### src/rtl/store_buffer.sv
// rtl/store_buffer.sv - FIFO store buffer owning the data-memory port; loads bypass clean, stall on overlap.
module store_buffer #(
    parameter int DEPTH  = 4,
    parameter int ADDR_W = 8,
    parameter int DATA_W = 32
) (
    input  logic                    clk_i,
    input  logic                    rst_i,
    input  logic                    st_valid_i,
    output logic                    st_ready_o,
    input  logic [ADDR_W-1:0]       st_addr_i,
    input  logic [DATA_W-1:0]       st_data_i,
    input  logic [2:0]              st_funct3_i,
    input  logic                    ld_valid_i,
    input  logic [ADDR_W-1:0]       ld_addr_i,
    input  logic [2:0]              ld_funct3_i,
    output logic                    ld_stall_o,
    input  logic                    flush_i,
    output logic                    flush_busy_o,
    output logic                    mem_read_o,
    output logic                    mem_write_o,
    output logic [ADDR_W-1:0]       mem_addr_o,
    output logic [DATA_W-1:0]       mem_data_o,
    output logic [2:0]              mem_funct3_o,
    output logic [$clog2(DEPTH):0]  count_o
);

    localparam int PW = $clog2(DEPTH);
    localparam int CW = PW + 1;
    localparam int RW = ADDR_W + 1;

    logic [ADDR_W-1:0] addr_q [DEPTH];
    logic [DATA_W-1:0] data_q [DEPTH];
    logic [2:0]        f3_q   [DEPTH];

    logic [PW-1:0] head_q, head_d, tail_q, tail_d;
    logic [CW-1:0] count_q, count_d;
    logic          flush_pend_q, flush_pend_d;

    logic full, empty, push, pop, load_go, hit;
    logic [RW-1:0] ld_lo, ld_hi, s_lo, s_hi;
    logic [PW-1:0] off;

    // Access size in bytes from funct3[1:0]; anything not byte/half counts as a word.
    function automatic logic [RW-1:0] size_of(input logic [1:0] f);
        case (f)
            2'b00:   size_of = RW'(1);
            2'b01:   size_of = RW'(2);
            default: size_of = RW'(4);
        endcase
    endfunction

    assign full  = (count_q == CW'(DEPTH));
    assign empty = (count_q == '0);

    assign st_ready_o = !full;
    assign push = st_valid_i && !full &&
                  (st_funct3_i == 3'b000 || st_funct3_i == 3'b001 || st_funct3_i == 3'b010);

    // Ranges are widened by one bit so an access near the top of memory never wraps to 0.
    always_comb begin
        ld_lo = {1'b0, ld_addr_i};
        ld_hi = ld_lo + size_of(ld_funct3_i[1:0]) - RW'(1);
        hit   = 1'b0;
        s_lo  = '0;
        s_hi  = '0;
        off   = '0;
        for (int i = 0; i < DEPTH; i++) begin
            off = PW'(i) - head_q;
            if ({1'b0, off} < count_q) begin
                s_lo = {1'b0, addr_q[i]};
                s_hi = s_lo + size_of(f3_q[i][1:0]) - RW'(1);
                if (s_lo <= ld_hi && ld_lo <= s_hi) begin
                    hit = 1'b1;
                end
            end
        end
    end

    assign ld_stall_o = ld_valid_i && hit;
    assign load_go    = ld_valid_i && !hit;
    assign pop        = !load_go && !empty;

    always_comb begin
        mem_read_o   = 1'b0;
        mem_write_o  = 1'b0;
        mem_addr_o   = '0;
        mem_data_o   = '0;
        mem_funct3_o = '0;
        if (load_go) begin
            mem_read_o   = 1'b1;
            mem_addr_o   = ld_addr_i;
            mem_funct3_o = ld_funct3_i;
        end else if (!empty) begin
            mem_write_o  = 1'b1;
            mem_addr_o   = addr_q[head_q];
            mem_data_o   = data_q[head_q];
            mem_funct3_o = f3_q[head_q];
        end
    end

    always_comb begin
        head_d = pop ? head_q + PW'(1) : head_q;
        tail_d = push ? tail_q + PW'(1) : tail_q;
        case ({push, pop})
            2'b10:   count_d = count_q + CW'(1);
            2'b01:   count_d = count_q - CW'(1);
            default: count_d = count_q;
        endcase
        flush_pend_d = (flush_i || flush_pend_q) && (count_d != '0);
    end

    assign flush_busy_o = (flush_i || flush_pend_q) && !empty;
    assign count_o      = count_q;

    always_ff @(posedge clk_i) begin
        if (rst_i) begin
            head_q       <= '0;
            tail_q       <= '0;
            count_q      <= '0;
            flush_pend_q <= 1'b0;
        end else begin
            head_q       <= head_d;
            tail_q       <= tail_d;
            count_q      <= count_d;
            flush_pend_q <= flush_pend_d;
        end
    end

    // Entry payload needs no reset: occupancy is governed solely by count_q.
    always_ff @(posedge clk_i) begin
        if (push) begin
            addr_q[tail_q] <= st_addr_i;
            data_q[tail_q] <= st_data_i;
            f3_q[tail_q]   <= st_funct3_i;
        end
    end

endmodule

### config.mk
export PLATFORM = sky130hd
export DESIGN_NAME = store_buffer
export DESIGN_NICKNAME = d
export VERILOG_FILES = /design/src/rtl/store_buffer.sv
export SDC_FILE = /design/constraint.sdc
export NUM_CORES = 1
export LEC_CHECK = 0
export ABC_AREA = 1
export BUFFER_PORTS_ARGS = -buffer_cell sky130_fd_sc_hd__buf_2
export CORE_MARGIN = 2
export CORE_UTILIZATION = 55
export DETAILED_ROUTE_END_ITERATION = 12
export PLACE_DENSITY = 0.72
export SYNTH_ARGS = -nofsm -noshare
export SYNTH_HDL_FRONTEND = slang
export SYNTH_SLANG_ARGS = --single-unit
### constraint.sdc
create_clock -name clk_i -period 8.7 [get_ports clk_i]
set_clock_uncertainty 0.1 [all_clocks]
set_input_delay 0.435 -clock clk_i [delete_from_list [all_inputs] [get_ports clk_i]]
set_output_delay 0.435 -clock clk_i [all_outputs]
set_load 0.05 [all_outputs]
; ---- Word level (Yosys, flattened, before mapping)
; Memory sizes are Yosys's and may differ from the RTL's. A register that Yosys moved wholly into a read port is not among the register bits.
; Cells that the tools add are included.
[totals]
input_bits = 59
ramBits = 172
output_inout_bits = 51
n_memories = 3
elab_cells = 108
register_bits = 8
[memory_table]
columns = memory, words, word_bits, read_ports, rd_clocked_by_memory_dff, wr, line_no
row1 = data_q, 4, 32, 1, 1, 1, 33  ; logic [DATA_W-1:0] data_q [DEPTH];
row2 = addr_q, 4, 8, 5, 1, 1, 32  ; logic [ADDR_W-1:0] addr_q [DEPTH];
row3 = f3_q, 4, 3, 5, 1, 1, 34  ; logic [2:0] f3_q [DEPTH];
[classes]
n_eq_ne = 10
n_reduce_logical = 26
n_mux = 35
order_cmp = 12
n_addsub = 18
[ops]
columns = operator, count
row1 = <= comparator 8 x 9 -> 1 bit, 8
row2 = 2-to-1 mux 32 bit, 2
row3 = adder 8 x 9 -> 9 bit, 5
row4 = "subtractor 9 x 1 -> 9 bit, second input constant", 5
row5 = 2-to-1 mux 9 bit, 4
row6 = case mux 3 bit (2 select lines), 6
row7 = 2-to-1 mux 8 bit, 2
row8 = 2-to-1 mux 1 bit, 13
row9 = "equality test 2 x 1 -> 1 bit, second input constant", 6
row10 = < comparator 2 x 3 -> 1 bit, 4
row11 = 2-to-1 mux 2 bit, 6
row12 = logical AND 1 bit, 11
row13 = zero test 2 bit, 5
row14 = zero test 3 bit, 2
row15 = 2-to-1 mux 3 bit, 2
row16 = "adder 2 x 1 -> 2 bit, second input constant", 2
row17 = zero test 1 bit, 4
row18 = "subtractor 1 x 2 -> 2 bit, first input constant", 2
row19 = "subtractor 2 bit, first input constant", 2
row20 = "adder 3 x 1 -> 3 bit, second input constant", 1
row21 = "equality test 3 x 1 -> 1 bit, second input constant", 1
row22 = "equality test 3 x 2 -> 1 bit, second input constant", 1
row23 = "equality test 3 bit, second input constant", 1
row24 = logical OR 1 bit, 3
row25 = other kinds (3), 3

; ---- Longest topological paths before layout
; Gate-level depths: netlist of the first run.
; An unclocked memory read counts as a cell.
[logic_depth]
word_depth = 24
ltp_mapped = 34
mapped_depth_nobuf = 33

; ---- Worst setup path before layout of the first run
; Ideal clock, no wire load.
[synth_timing]
path_type = reg2reg
from = memory f3_q[2][0]
to = register flush_pend_q
arrival_ns = 4.891
path_stages_with_launch = 33
path_buffers = 1
slack_ns = 3.653
setup_time_ns = 0.056
path_cell_list = edfxtp_1 > or2_2 > ha_1 > inv_1 > ha_1 > inv_1 > fa_1 > o21ai_0 > nand2_1 > a21oi_1 > nor2_1 > xor2_1 > ha_1 > nand3_1 > nor4_1 > nor2_1 > nand2_1 > nand3_1 > nand2_1 > inv_1 > nand3_4 > nand2_8 > buf_6 > inv_1 > ha_1 > inv_1 > fa_1 > a21oi_1 > o21ai_0 > xor2_1 > inv_1 > a311o_1 > inv_1
[synth_lines]
columns = element, line_no
row1 = from (decl), 34
row2 = to (signal assigned), 126  ; flush_pend_q <= flush_pend_d;
row3 = to (decl), 38  ; logic flush_pend_q, flush_pend_d;

==> results of run 1 <==
[worst max path at each step]
stage | cells after the start | to | slack [ns] | from
6_report | 31 | flush_pend_q | 3.00 | f3_q[2][0]
2_1_floorplan | 32 | flush_pend_q | 3.65 | f3_q[2][0]
5_1_grt | 31 | flush_pend_q | 2.54 | f3_q[2][0]
3_5_place_dp | 31 | flush_pend_q | 3.03 | f3_q[2][0]
4_1_cts | 31 | flush_pend_q | 3.02 | f3_q[2][0]
3_3_place_gp | 31 | flush_pend_q | 3.12 | f3_q[2][0]
[stage by stage]
step,worst slack (ns),instance area [um^2]
2_1_floorplan,3.65,10900
3_3_place_gp,3.12,11700
3_5_place_dp,3.03,11700
4_1_cts,3.02,12300
5_1_grt,2.54,12300
6_report,3.00,12300
[cell usage after synthesis, types with 7 or more instances]
cell      instances
or2_2             7
xor2_1           18
a21oi_1          88
ha_1            123
nand2_1         261
xnor2_1          10
a32o_1           34
nor2_2           26
edfxtp_1        172
o21ai_0          35
o22ai_2           9
dfxtp_1          10
nand3_1          28
clkbuf_1         25
nor2_1           60
inv_1           164
[sequential cells by signal, summed over array words and instances (netlist names), named ones only]
| name | flops |
|---|---|
| count_o | 3 |
| tail_q | 2 |
| data_q | 128 |
| f3_q | 12 |
| head_q | 2 |
| flush_pend_q | 1 |
| addr_q | 32 |
[where the power goes]
group	internal (W)	switching [W]	total, W
Sequential	0.00101	0.0000267	0.00103
Combinational	0.000572	0.00160	0.00217
Clock	0.000436	0.000341	0.000776
Total	0.00201	0.00196	0.00398
[logic make-up after synthesis]
logic type / count (synthesis) / synth area share, %
buffers and inverters: 198 / 7.19
DFF: 182 / 49.2
and+or+nand+nor: 400 / 15.5
xor gates and xnor gates: 28 / 2.25
AOI/OAI and AO/OA: 179 / 10.7
adders and majority gates: 129 / 15.2
[cell type report]
type | count | area, um^2 | share of cell area [%]
Sequential cell | 182 | 5370 | 43.6
Timing Repair Buffer | 116 | 598 | 4.86
Clock inverter | 15 | 189 | 1.53
Clock buffer | 17 | 425 | 3.45
Inverter | 164 | 616 | 5.00
Tap cell | 265 | 332 | 2.69
Multi-Input combinational cell | 736 | 4790 | 38.9
[per-layer routing]
layer / up-vias / share of wire [%] / global-route usage [%] / wire length (um)
met5: - / 0.044 / 0 / 11
met4: 2 / 2.6 / 9.50 / 660
met3: 48 / 6.3 / 4.38 / 1570
met2: 258 / 49 / 42.7 / 12200
met1: 3803 / 42 / 31.0 / 10500
li1: 3998 / - / - / -
==> qor.csv, run 1 <==
stage,metric,value,unit
die,die_area,21000,um^2
route,drt-total-wl,25.0,mm
clock_tree,cts_hold_buffers,0,
clock_tree,clock_path_buffers,2,
setup_path,reg2reg_depth,31,
logic_synthesis,ys_seq_area_share,49.2,%
global_routing,grt_pass1_wl,39.0,mm
logic_synthesis,synth-warning-count,0,
setup_path,worstSetupPathType,reg -> reg,
setup_path,cp_top_family,simple AND/OR/NAND/NOR gates,
placement,portBuffers,109,
sta,hold_ws,0.118,ns
sta,worst_pin_slew,1.02,ns
placement,gp_congestion,0.943,
route,drt_iter0_drc,591,
global_routing,grt_max_degree,97,
final_layout,final_cell_mix,"nand2_1 (261), edfxtp_1 (172), inv_1 (163)",
setup_path,rrSetupSlack,3.00,ns
run,drv_cap,0,
setup_path,end_kind,flip-flop,
logic_synthesis,yosysTopAreaCell,edfxtp_1,
logic_synthesis,synth-seq-cells,182,
pwr,power.leakage,5.55,nW
clock_tree,clk_pin_slew,0.07,ns
setup_path,regToRegStartpoint,f3_q[2][0],
min_path,worstHoldEndpoint,data_q[0][25],
sta,period_share,65.5,%
setup_path,cp.required,8.97,ns
global_routing,grt_use_total,24.7,%
final_layout,antenna_cells,0,
setup_path,slowest_stage,edfxtp_1,
logic_synthesis,synth_edf_count,172,
run_status,outcome,"finished, final reports clean",
placement,hpwl,17.5,mm
logic_synthesis,synth.distinct_cells,36,
logic_synthesis,synth_top_area_share,47.4,%
die,die_h,145,um
clock_tree,tritoncts,yes,
route,antenna_left,0,
die,start_util,56.0,%
setup_path,worst-path-buf-inv,7,
setup_path,cp_common_cell,inv_1,
global_routing,grt-ovfl-total,0,
setup_path,arrival,5.97,ns
final_layout,fin_nets,1405,
setup_path,cp_max_fo,46,
final_layout,layout.cells.non_filler,1495,
pwr,power_density,323,nW/um^2
global_routing,grt_pass1_vias,7718,
placement,placed_cells,1463,
route,wl_per_cell,16.7,um
sta,fin_crit,5.70,ns
final_layout,finish.utilization,63.3,%
die,fp.dieW,145,um
route,first_pass_iters,7,
logic_synthesis,netlist_instances,1116,
setup_path,slowest_delay,0.42,ns
clock_tree,insertion_delay,0.42,ns
clock_tree,post_cts_resized,0,
die,num_rows,51,
die,coreArea,19500,um^2
sta,fmax,0.176,GHz
sta,relSlewSlack,31.9,%
sta,rsz0062_at_grt,no,
die,ioPinCount,110,
logic_synthesis,synth_area_leaders,"edfxtp_1 (47%), ha_1 (14%), nand2_1 (9.0%), inv_1 (5.6%), a21oi_1 (4.0%)",
route,drc,0,
final_layout,fillers,1606,
final_layout,mostFrequentLayoutCell,nand2_1,
logic_synthesis,synthArstFlopShare,0,%
pwr,peakVddDrop,0.258,mV
clock_tree,cts_buffers,17,
sta,hold_viol,0,
logic_synthesis,ys.flop_type,edfxtp_1,
route,viasPerCell,5.42,
min_path,min_path_cells,1,
sta,setup_viol,0,
logic_synthesis,syn_nets,1304,
setup_path,critPathLaunchType,flip-flop,
global_routing,grt_antenna_before_repair,1,
clock_tree,cts_sinks,182,
min_path,min_path_type,in -> reg,
logic_synthesis,syn_area_per_cell,9.77,um^2
sta,tns,0,ns
clock_tree,post_cts_buffers,0,
final_layout,area_growth,12.9,%
pwr,finalPower,0.00398,W
final_layout,drive_above_1_share,16.6,%
sta,slew_viol_final,0,
logic_synthesis,synthesis.area,10900,um^2
min_path,hold_start,st_data_i[25],
clock_tree,cts_max_level,4,
route,num_vias,8109,
setup_path,rr_endpoint,flush_pend_q,
clock_tree,root_buffer,clkbuf_16,
(Power assumes the default switching activity.)
==> run 2, diff against run 1 <==
--- a/config.mk
+++ b/config.mk
@@ -8,9 +8,9 @@
 export ABC_AREA = 1
 export BUFFER_PORTS_ARGS = -buffer_cell sky130_fd_sc_hd__buf_2
 export CORE_MARGIN = 2
-export CORE_UTILIZATION = 55
+export CORE_UTILIZATION = 54
 export DETAILED_ROUTE_END_ITERATION = 12
-export PLACE_DENSITY = 0.72
+export PLACE_DENSITY = 0.74
 export SYNTH_ARGS = -nofsm -noshare
 export SYNTH_HDL_FRONTEND = slang
 export SYNTH_SLANG_ARGS = --single-unit
==> constraint.sdc (replaced) <==
create_clock -name clk_i -period 4.58 [get_ports clk_i]
set_clock_uncertainty 0.1 [all_clocks]
set_input_delay 0.229 -clock clk_i [delete_from_list [all_inputs] [get_ports clk_i]]
set_output_delay 0.229 -clock clk_i [all_outputs]
set_load 0.05 [all_outputs]
==> qor.csv, run 2 (same netlist as run 1, synthesis figures left out) <==
stage,metric,value,unit,change
sta,finalWorstSetupSlack,-0.111,ns,-3.11 ns
min_path,min_path_type,in -> reg,,
placement,hpwl,18.7,mm,+6.5%
die,fp.dieW,146,um,+0.89%
sta,hold_viol,1,,+1
setup_path,regToRegStartpoint,f3_q[2][0],,
placement,post_dp_cell_area,12000,um^2,+2.4%
clock_tree,clock_path_buffers,2,,unchanged
clock_tree,cts_buffers,17,,unchanged
clock_tree,root_buffer,clkbuf_16,,
route,drt_iter0_drc,616,,+4.2%
clock_tree,insertion_delay,0.44,ns,+0.02 ns
setup_path,arrival,4.98,ns,-0.99 ns
run,drv_cap,0,,unchanged
sta,fmax,0.213,GHz,+21%
route,wl_per_cell,18.8,um,+12%
setup_path,cp.required,4.87,ns,-4.10 ns
setup_path,slowest_delay,0.40,ns,-0.02 ns
final_layout,multi_input_area,5140,um^2,+7.3%
setup_path,worstSetupPathType,reg -> reg,,
placement,gp_congestion,0.971,,+3.0%
final_layout,largest_reg_flops,128,,unchanged
sta,setup_viol,1,,+1
clock_tree,tritoncts,yes,,
global_routing,grt_pass1_vias,8699,,+13%
sta,relSlewSlack,28.6,%,-3.3 points
final_layout,fin_nets,1495,,+6.4%
sta,worst_pin_slew,1.07,ns,+0.0489 ns
global_routing,grt_use_total,26.9,%,+2.3 points
die,coreArea,19700,um^2,+0.98%
die,die_area,21400,um^2,+1.8%
final_layout,design_area,13900,um^2,+12%
sta,slew_viol_final,0,,unchanged
final_layout,reg_top3,"data_q (128), addr_q (32), f3_q (12)",,
final_layout,final_cell_mix,"nand2_1 (256), edfxtp_1 (172), inv_1 (151)",,
clock_tree,cts_sinks,182,,unchanged
run_status,violations,"hold timing, setup timing",,
route,antenna_left,0,,unchanged
sta,period_share,102,%,+37 points
global_routing,grt_pass1_wl,44.4,mm,+14%
route,viasPerCell,5.53,,+1.9%
route,drt-total-wl,29.8,mm,+19%
pwr,power_density,658,nW/um^2,+100%
setup_path,slowest_stage,edfxtp_1,,
setup_path,cp_max_fo,2,,-96%
route,first_pass_iters,6,,-1
sta,hold_ws,-0.00354,ns,-0.122 ns
final_layout,seqCellArea,5370,um^2,unchanged
die,ioPinCount,110,,unchanged
clock_tree,cts_hold_buffers,42,,+42
die,die_h,146,um,+0.89%
global_routing,grt-ovfl-total,0,,unchanged
clock_tree,cts_max_level,4,,unchanged
pwr,peakVddDrop,0.746,mV,+190%
placement,portBuffers,109,,unchanged
global_routing,grt_antenna_before_repair,1,,unchanged
sta,rsz0062_at_grt,yes,,
final_layout,top_register,data_q,,
final_layout,mostFrequentLayoutCell,nand2_1,,
run_status,outcome,"finished, violations left",,
min_path,hold_start,rst_i,,
final_layout,finish.utilization,70.5,%,+7.2 points
final_layout,area_growth,27.0,%,
final_layout,drive_above_1_share,23.6,%,+7.1 points
sta,fin_crit,4.69,ns,-1.01 ns
setup_path,critPathLaunchType,flip-flop,,
route,num_vias,8765,,+8.1%
die,start_util,55.5,%,-0.55 points
die,num_rows,51,,unchanged
global_routing,grt_max_degree,96,,-1.0%
final_layout,fillers,1425,,-11%
setup_path,end_kind,flip-flop,,
pwr,power.leakage,6.07,nW,+9.3%
route,drc,0,,unchanged
setup_path,crit_start,f3_q[2][0],,
clock_tree,clk_pin_slew,0.07,ns,about the same
==> run 2: cell types whose count changed in the layout (fill, tap and decap cells not counted), moves of 13 or more <==
cell,previous run,this run
buf_2,109,65
dlygate4sd3_1,0,42
nor2_1,56,43
buf_6,0,33
nor2_4,5,28
buf_4,7,51
==> run 2: path summary, 6_finish.rpt <==
| path | to | slack [ns] | cells past startpoint |
|---|---|---|---|
| worst max-delay path | flush_pend_q | -0.11 | 31 |
| worst min-delay path | flush_pend_q | -0.004 | 3 |
| worst max register to register | flush_pend_q | -0.11 | 31 |
| worst min register to register | tail_q[0] | 0.45 | 1 |
==> run 2: worst max-delay path, delay by kind of cell (launching register included) <==
family	cells	cell delay (ns)
compound gates	5	0.85
xor+xnor	2	0.33
fa+ha+maj	6	1.44
buf+inv	7	0.39
flops	1	0.40
simple gates	11	1.12
==> run 2: area by class of cell <==
cell class	count	share of cell area [%]
multi-input cells	736	37.1
repair buffers	206	12.9
clock inverters	15	1.35
diodes	1	0.0181
clock buffers	17	3.07
well taps	265	2.39
inverters	164	4.49
flip-flops and latches	182	38.7
==> run 2: what timing repair did <==
item	4_1_cts	5_1_grt
pin swaps	18	13
gates cloned	1	2
resized for setup	87	109
buffers inserted	9	9
hold endpoints to repair	164	1
setup endpoints to repair	43	48
==> run 2: power breakdown <==
group          internal, W  switching (W)
combinational      0.00204        0.00361
clock             0.000828       0.000676
sequential         0.00191      0.0000547
total              0.00478        0.00434
==> run 2: routing by layer <==
metal	vias to the layer above	GRT usage [%]	routed length (um)
met2	328	47.6	15100
met3	86	5.13	1920
met5	-	0	0
met4	0	11.2	1000
li1	4172	-	-
met1	4179	32.4	11700
==> run 2: metrics by stage <==
step / setup slack, ns / total power, W / hold slack (ns) / setup TNS [ns] / std cells
after global placement: -0.0536 / 0.00625 / 0.343 / -0.0536 / 1492
final: -0.111 / 0.00912 / -0.00354 / -0.111 / 1586
after floorplan: -0.125 / 0.00532 / 0.201 / -0.125 / 1116
after detailed placement: -0.0872 / 0.00629 / 0.342 / -0.0872 / 1492
after CTS: -0.0344 / 0.00836 / -0.0170 / -0.0344 / 1576
after global routing: -0.354 / 0.00952 / 0.00574 / -3.44 / 1585
==> run 3, diff against run 2 <==
--- a/config.mk
+++ b/config.mk
@@ -11,6 +11,7 @@
 export CORE_UTILIZATION = 54
 export DETAILED_ROUTE_END_ITERATION = 12
 export PLACE_DENSITY = 0.74
+export SETUP_SLACK_MARGIN = 0.02
 export SYNTH_ARGS = -nofsm -noshare
 export SYNTH_HDL_FRONTEND = slang
 export SYNTH_SLANG_ARGS = --single-unit
==> qor.csv, run 3 (same netlist as run 1, synthesis figures left out) <==
stage,metric,value,unit,change
run_status,outcome,"finished, violations left",,
run_status,violations,"hold timing, setup timing",,
global_routing,grt_use_met3,4.97,%,-0.16 points
placement,gp_congestion,0.971,,unchanged
die,die_area,21400,um^2,unchanged
die,num_rows,51,,unchanged
pwr,power_density,659,nW/um^2,+0.12%
setup_path,rr_endpoint,flush_pend_q,,
sta,rsz0062_at_grt,yes,,
setup_path,arrival,4.98,ns,about the same
global_routing,grt_antenna_before_repair,1,,unchanged
min_path,hold_start,rst_i,,
final_layout,top_register,data_q,,
global_routing,grt_pass1_vias,8696,,-0.034%
sta,finalWorstSetupSlack,-0.116,ns,-0.00414 ns
clock_tree,cts_hold_buffers,42,,unchanged
global_routing,grt_pass1_wl,44.5,mm,+0.23%
setup_path,slowest_delay,0.40,ns,about the same
pwr,peakVddDrop,0.606,mV,-19%
setup_path,end_kind,flip-flop,,
clock_tree,root_buffer,clkbuf_16,,
setup_path,cp.required,4.87,ns,about the same
global_routing,grt_max_degree,96,,unchanged
sta,hold_ws,-0.00790,ns,-0.00436 ns
final_layout,largest_reg_flops,128,,unchanged
min_path,min_path_cells,3,,unchanged
die,die_h,146,um,unchanged
route,viasPerCell,5.59,,+1.1%
sta,fin_crit,4.70,ns,+0.00414 ns
route,antenna_left,0,,unchanged
setup_path,slowest_stage,edfxtp_1,,
final_layout,final_cell_mix,"nand2_1 (256), edfxtp_1 (172), inv_1 (151)",,
min_path,min_path_type,in -> reg,,
placement,portBuffers,109,,unchanged
global_routing,grt_use_total,27.0,%,+0.074 points
sta,hold_viol,1,,unchanged
clock_tree,insertion_delay,0.44,ns,about the same
route,num_vias,8865,,+1.1%
final_layout,seqCellArea,5370,um^2,unchanged
final_layout,area_growth,26.8,%,
final_layout,reg_top3,"data_q (128), addr_q (32), f3_q (12)",,
route,first_pass_iters,6,,unchanged
sta,setup_viol,2,,+1
setup_path,worstSetupPathType,reg -> reg,,
global_routing,grt-ovfl-total,0,,unchanged
run,drv_cap,0,,unchanged
global_routing,use_met1,32.6,%,+0.19 points
pwr,p_switching,0.00430,W,-0.86%
setup_path,critPathLaunchType,flip-flop,,
placement,hpwl,18.7,mm,unchanged
min_path,worstHoldEndpoint,flush_pend_q,,
setup_path,reg2reg_depth,31,,unchanged
route,drc,0,,unchanged
pwr,p_seq_share,21.6,%,about the same
sta,relSlewSlack,28.3,%,-0.29 points
final_layout,fin_nets,1496,,+0.067%
sta,period_share,103,%,about the same
clock_tree,cts_sinks,182,,unchanged
route,drt_iter0_drc,693,,+13%
clock_tree,clk_pin_slew,0.07,ns,about the same
sta,worst_pin_slew,1.08,ns,+0.00442 ns
clock_tree,clock_path_buffers,2,,unchanged
final_layout,drive_above_1_share,23.8,%,+0.13 points
clock_tree,cts_buffers,17,,unchanged
pwr,internal-power,0.00482,W,+0.66%
pwr,combPwrFrac,62.0,%,about the same
clock_tree,tritoncts,yes,,
route,drt-total-wl,29.9,mm,+0.50%
sta,tns,-0.182,ns,-0.0701 ns
die,start_util,55.5,%,unchanged
pwr,power.leakage,6.08,nW,+0.10%
final_layout,mostFrequentLayoutCell,nand2_1,,
die,coreArea,19700,um^2,unchanged
final_layout,multi_input_area,5080,um^2,-1.1%
final_layout,fillers,1431,,+0.42%
final_layout,finish.utilization,70.4,%,-0.13 points
setup_path,rrSetupSlack,-0.12,ns,about the same
global_routing,grt-busiest-layer,met2,,
die,fp.dieW,146,um,unchanged
sta,slew_viol_final,0,,unchanged
clock_tree,cts_max_level,4,,unchanged
route,wl_per_cell,18.8,um,+0.44%
global_routing,use_met2,47.7,%,+0.12 points
pwr,netSwitchingFraction,47.2,%,-0.38 points
setup_path,regToRegStartpoint,f3_q[2][0],,
sta,fmax,0.213,GHz,about the same
die,ioPinCount,110,,unchanged
pwr,p_clk_share,16.5,%,about the same
setup_path,cp_max_fo,2,,unchanged
[run 3: through the flow]
| stage | setup slack [ns] | total power [W] | instance area, um^2 | instances |
|---|---|---|---|---|
| 2_1_floorplan | -0.125 | 0.00532 | 11000 | 1116 |
| 3_3_place_gp | -0.0536 | 0.00625 | 12000 | 1492 |
| 3_5_place_dp | -0.0872 | 0.00629 | 12000 | 1492 |
| 4_1_cts | -0.0344 | 0.00841 | 13400 | 1576 |
| 5_1_grt | -0.360 | 0.00951 | 13800 | 1586 |
| 6_report | -0.116 | 0.00912 | 13800 | 1587 |
[run 3: power by group through the flow]
stage,registers (W),logic (W),clock network (W)
2_1_floorplan,0.00202,0.00330,0
3_3_place_gp,0.00200,0.00426,0
3_5_place_dp,0.00200,0.00430,0
4_1_cts,0.00196,0.00494,0.00151
5_1_grt,0.00197,0.00597,0.00157
6_report,0.00197,0.00565,0.00150
[run 3: area by class of cell]
class / instances / area share (%)
Clock inverter: 15 / 1.36
Inverter: 164 / 4.50
Multi-Input combinational cell: 736 / 36.7
Timing Repair Buffer: 207 / 13.1
Clock buffer: 17 / 3.08
Sequential cell: 182 / 38.8
Tap cell: 265 / 2.40
Antenna cell: 1 / 0.0181
[run 3: critical path: cells and delay by family, from the launching register on]
kind                     cells  cell delay [ns]
buffers and inverters        7             0.39
flip-flops                   1             0.40
XOR/XNOR                     2             0.33
adder cells (fa/ha/maj)      6             1.43
AND/OR/NAND/NOR             11             1.13
AO/OA/AOI/OAI                5             0.84
[run 3: worst max-delay path by stage]
stage          cells past startpoint        from      endpoint  slack, ns
2_1_floorplan                     28  f3_q[0][0]  flush_pend_q      -0.12
3_3_place_gp                      31  f3_q[2][1]  flush_pend_q      -0.05
3_5_place_dp                      31  f3_q[2][1]  flush_pend_q      -0.09
4_1_cts                           31  f3_q[2][0]  flush_pend_q      -0.03
5_1_grt                           31  f3_q[2][0]  flush_pend_q      -0.36
6_report                          31  f3_q[2][0]  flush_pend_q      -0.12
[run 3: timing repair]
| action | 4_1_cts | 5_1_grt |
|---|---|---|
| endpoints found under the setup margin | 44 | 48 |
| gates cloned | 1 | 3 |
| setup buffers | 9 | 9 |
| resized for setup | 96 | 85 |
| pin swaps | 18 | 16 |
| hold endpoints to repair | 164 | 1 |
[run 3: layer usage]
layer,vias up,routed length [um]
li1,4171,-
met1,4266,11400
met2,357,15300
met3,71,2310
met4,0,889
met5,-,0
